==> src/rtl/data_mem_responder.sv <==
// MEM-stage data memory responder: issues one RAM strobe per load/store, counts
// the configured latency, and stalls the pipeline until the access completes.
module data_mem_responder #(
  parameter int ADDR_WIDTH    = 15,
  parameter int READ_LATENCY  = 2,
  parameter int WRITE_LATENCY = 1
) (
  input  logic                  clk,
  input  logic                  rst,
  input  logic                  memread_mem,
  input  logic                  memwrite_mem,
  input  logic [31:0]           alu_result_mem,
  input  logic [31:0]           write_data_memory_mem,
  input  logic                  alu_ready,
  output logic [31:0]           data_from_memory_mem,
  output logic                  data_ready_mem,
  output logic                  ram_en,
  output logic                  ram_we,
  output logic [ADDR_WIDTH-1:0] ram_addr,
  output logic [31:0]           ram_wdata,
  input  logic [31:0]           ram_rdata,
  output logic                  misaligned_err
);

  typedef enum logic [1:0] {IDLE, WAIT, DONE} state_t;

  localparam logic [3:0] RD_LAT = 4'(READ_LATENCY);
  localparam logic [3:0] WR_LAT = 4'(WRITE_LATENCY);

  state_t      state_q, state_d;
  logic [3:0]  cnt_q, cnt_d;
  logic        is_store_q, is_store_d;
  logic [31:0] rdata_q, rdata_d;
  logic        mis_q, mis_d;
  logic        req;
  logic        unused_addr_hi;

  assign req            = memread_mem | memwrite_mem;
  assign ram_addr       = alu_result_mem[ADDR_WIDTH+1:2];
  assign ram_wdata      = write_data_memory_mem;
  assign unused_addr_hi = ^alu_result_mem[31:ADDR_WIDTH+2];

  assign data_from_memory_mem = rdata_q;
  assign misaligned_err       = mis_q;

  always_ff @(posedge clk) begin
    if (rst) begin
      state_q    <= IDLE;
      cnt_q      <= 4'd0;
      is_store_q <= 1'b0;
      rdata_q    <= 32'd0;
      mis_q      <= 1'b0;
    end else begin
      state_q    <= state_d;
      cnt_q      <= cnt_d;
      is_store_q <= is_store_d;
      rdata_q    <= rdata_d;
      mis_q      <= mis_d;
    end
  end

  always_comb begin
    state_d        = state_q;
    cnt_d          = cnt_q;
    is_store_d     = is_store_q;
    rdata_d        = rdata_q;
    mis_d          = mis_q;
    ram_en         = 1'b0;
    ram_we         = 1'b0;
    data_ready_mem = 1'b0;
    case (state_q)
      IDLE: begin
        data_ready_mem = ~req;
        if (req) begin
          ram_en     = 1'b1;
          ram_we     = memwrite_mem;
          is_store_d = memwrite_mem;
          cnt_d      = 4'd1;
          state_d    = WAIT;
          if (alu_result_mem[1:0] != 2'b00) mis_d = 1'b1;
        end
      end
      WAIT: begin
        if (is_store_q ? (cnt_q == WR_LAT) : (cnt_q == RD_LAT)) begin
          if (!is_store_q) rdata_d = ram_rdata;
          state_d = DONE;
        end else begin
          cnt_d = cnt_q + 4'd1;
        end
      end
      DONE: begin
        data_ready_mem = 1'b1;
        // Holding here keeps load data stable until the pipeline actually advances.
        if (alu_ready) begin
          state_d = IDLE;
          cnt_d   = 4'd0;
        end
      end
      default: state_d = IDLE;
    endcase
    if (rst) begin
      ram_en         = 1'b0;
      ram_we         = 1'b0;
      data_ready_mem = 1'b1;
    end
  end

endmodule

==> config.mk <==
export PLATFORM = sky130hd
export DESIGN_NAME = data_mem_responder
export DESIGN_NICKNAME = d
export VERILOG_FILES = /design/src/rtl/data_mem_responder.sv
export SDC_FILE = /design/constraint.sdc
export NUM_CORES = 1
export LEC_CHECK = 0
export BUFFER_PORTS_ARGS = -buffer_cell sky130_fd_sc_hd__buf_2
export CORE_UTILIZATION = 40
export CTS_CLUSTER_DIAMETER = 60
export DETAILED_ROUTE_END_ITERATION = 8
export GPL_ROUTABILITY_DRIVEN = 0
export GPL_TIMING_DRIVEN = 1
export PLACE_DENSITY = 0.9
export SYNTH_ARGS = -nofsm -noshare
export SYNTH_HDL_FRONTEND = slang
export SYNTH_SLANG_ARGS = --single-unit
==> constraint.sdc <==
create_clock -name clk -period 3.7 [get_ports clk]
set_input_delay 0.555 -clock clk [delete_from_list [all_inputs] [get_ports clk]]
set_output_delay 0.555 -clock clk [all_outputs]
set_load 0.03 [all_outputs]
==> impl_metrics.env <==
export IMPL_status="complete, no violations"
export IMPL_synth_xor_area_frac=0
export IMPL_vias_per_cell=4.901
export IMPL_synth_compound_area_share=0.1472
export IMPL_antenna_found_initial=0
export IMPL_grt_pass1_wl_mm=6.134
export IMPL_ys_types=36
export IMPL_final_hold_viol_count=0
export IMPL_area_delta_synth_final_pct=6.143
export IMPL_die_w_microns=73.71
export IMPL_drc=0
export IMPL_worstPathArrival_ps=1790
export IMPL_yosysWarnings=0
export IMPL_ant_nets=0
export IMPL_p_leak_nw=0.9388
export IMPL_netlist_area_leader_share=0.3893
export IMPL_synth_adder_area_share=0.03041
export IMPL_syn_avg_cell_area_sq_um=8.130
export IMPL_fin_ws_ps=1353
export IMPL_synth_seq_cells=40
export IMPL_synth_cells=253
export IMPL_fin_crit_sh=0.6343
export IMPL_cts_buffers=5
export IMPL_startpoint_type="register"
export IMPL_final_cells=343
export IMPL_floorplan_initialDensity=0.4243
export IMPL_setup_viol=0
export IMPL_synth_most_common_cell="nand2_1"
export IMPL_fp_coreArea_sq_um=4848
export IMPL_cts_root_buffer="clkbuf_8"
export IMPL_hpwlAfterDp_mm=2.812
export IMPL_ir_drop_v=0.0002193
export IMPL_fmax_mhz=426.1
export IMPL_clk_insertion_delay_late_ps=280
export IMPL_synth_common_cells="nand2_1, buf_4, dfxtp_1"
export IMPL_syn_area_sq_um=2057
export IMPL_num_vias=1681
export IMPL_synthSimpleGateAreaFrac=0.2050
export IMPL_rsz0062_at_grt="no"
export IMPL_ios=184
export IMPL_max_cap_violations=0
export IMPL_maxSlewViolCount=0
export IMPL_diodes=0
export IMPL_synth_top_family_by_area="buffers and inverters"
export IMPL_dieArea_sq_um=5433
export IMPL_power_mw=1.007
export IMPL_clock_skew_ps=7.150
export IMPL_required_ps=3140
export IMPL_synth_area_leaders="dfxtp_1, buf_4, nand2_1, a21oi_1, ha_1"
export IMPL_firstDrtPassIters=4
export IMPL_synth_fp_nets=359
export IMPL_io_buffers=74
export IMPL_crit_type="register to output port"
export IMPL_wl_per_cell_microns=11.74
export IMPL_hold_buffers=0
export IMPL_period_minus_slack_ps=2347
export IMPL_grt_pass1_vias=1444
export IMPL_cp_max_fo=7
export IMPL_rows=25
export IMPL_pwr_density_cell_nw_per_um2=461.2
export IMPL_clk_path_buf_depth=2
export IMPL_grt_max_degree=43
export IMPL_fin_setup_tns_ps=0
export IMPL_hp_class="register to register"
export IMPL_ys_seq_area_frac=0.3893
export IMPL_layout_drive_gt1_share=0.3225
export IMPL_tightestPinTransition_ps=1169
export IMPL_async_flop_share=0
export IMPL_end_kind="output port"
export IMPL_fin_nets=381
export IMPL_synth_edf_count=0
export IMPL_overflow=0
export IMPL_clock_sinks=40
export IMPL_synth_ff_type="dfxtp_1"
export IMPL_drt_total_wl_mm=4.026
export IMPL_yosys_area_top_type="dfxtp_1"
export IMPL_cts_setup_buffers=0
export IMPL_cts_tree="yes"
export IMPL_post_cts_resized=0
export IMPL_cts_max_level=2
export IMPL_grt_use_total=0.1454
export IMPL_fill_cells=491
export IMPL_clkTransAtPathRegs_ps=80
export IMPL_slew_headroom=0.2205
export IMPL_die_y_microns=73.71
export IMPL_synthMuxAreaShare=0.01460
export IMPL_place_ws_ps=1343
export IMPL_dp_cells=335
export IMPL_drt_iter0_drc=33
report_power, final:
group	total, mW	internal, mW	switching [mW]
logic	0.240	0.0962	0.144
clock network	0.296	0.149	0.147
registers	0.472	0.453	0.0187
worst max-delay path, stage by stage (launching register included):
cell and delay (ps):
dfxtp_1 320, inv_1 120, ha_1 300, nor3b_2 410
or3_1 160, buf_2 190
cell usage in the layout (no fill, tap or decap), types with 2 or more instances in the layout:
master,count
clkinv_2,2
nand4_1,2
a21oi_1,35
nand3_1,2
nor2_1,2
nand2_1,69
nand2b_1,3
nor2b_1,2
buf_2,74
nor3b_1,2
ha_1,5
nor3_1,2
o41ai_1,2
clkbuf_8,6
inv_1,5
mux2i_1,3
dfxtp_1,40
o311ai_0,2
through the flow:
stage / utilization / hold slack [ps] / instance area (sq um)
3_5_place_dp: 0.4312 / 437.8 / 2091
5_1_grt: 0.4503 / 470.3 / 2183
6_report: 0.4503 / 446.6 / 2183
2_1_floorplan: - / 487.9 / 2057
4_1_cts: 0.4503 / 451.0 / 2183
3_3_place_gp: 0.4312 / 431.4 / 2091
sequential cells by signal (all words and copies together), names as in the netlist:
name,count
cnt_q,4
data_from_memory_mem,32
is_store_q,1
misaligned_err,1
state_q,2
worst paths after layout:
path | startpoint | end | slack (ps) | cells past startpoint
worst max-delay path | state_q[0]$_SDFFE_PP0P_ | data_ready_mem | 1350 | 5
worst min register to register | misaligned_err$_SDFFE_PP0P_ | misaligned_err$_SDFFE_PP0P_ | 450 | 2
worst max register to register | state_q[1]$_SDFFE_PP0P_ | data_from_memory_mem[6]$_SDFFE_PP0P_ | 1440 | 6
worst min-delay path | misaligned_err$_SDFFE_PP0P_ | misaligned_err$_SDFFE_PP0P_ | 450 | 2
logic make-up (layout without fill, tap and decap cells):
kind of cell,Yosys count,after routing
flops,40,40
compound gates,49,49
mux,3,3
simple gates,92,92
fa+ha+maj,5,5
buf+inv,64,87
routing by layer:
metal / share of wire / track usage / wire length [microns] / vias up
met5: 0 / 0 / 0 / -
met4: 0.019 / 0.05983 / 76 / 0
met3: 0.069 / 0.05624 / 278 / 20
met2: 0.49 / 0.2589 / 1956 / 87
met1: 0.43 / 0.1520 / 1715 / 741
li1: - / - / - / 833
area by class of cell:
| cell class | instances | area, sq um | share of cell area |
|---|---|---|---|
| multi-input combinational | 149 | 817.0 | 0.3742 |
| sequential | 40 | 800.8 | 0.3668 |
| timing repair buffer | 74 | 370.4 | 0.1696 |
| tap | 67 | 83.83 | 0.03840 |
| clock buffer | 6 | 82.58 | 0.03782 |
| inverter | 5 | 18.77 | 0.008596 |
| clock inverter | 2 | 10.01 | 0.004585 |
Power figures use the tool's default switching activity.
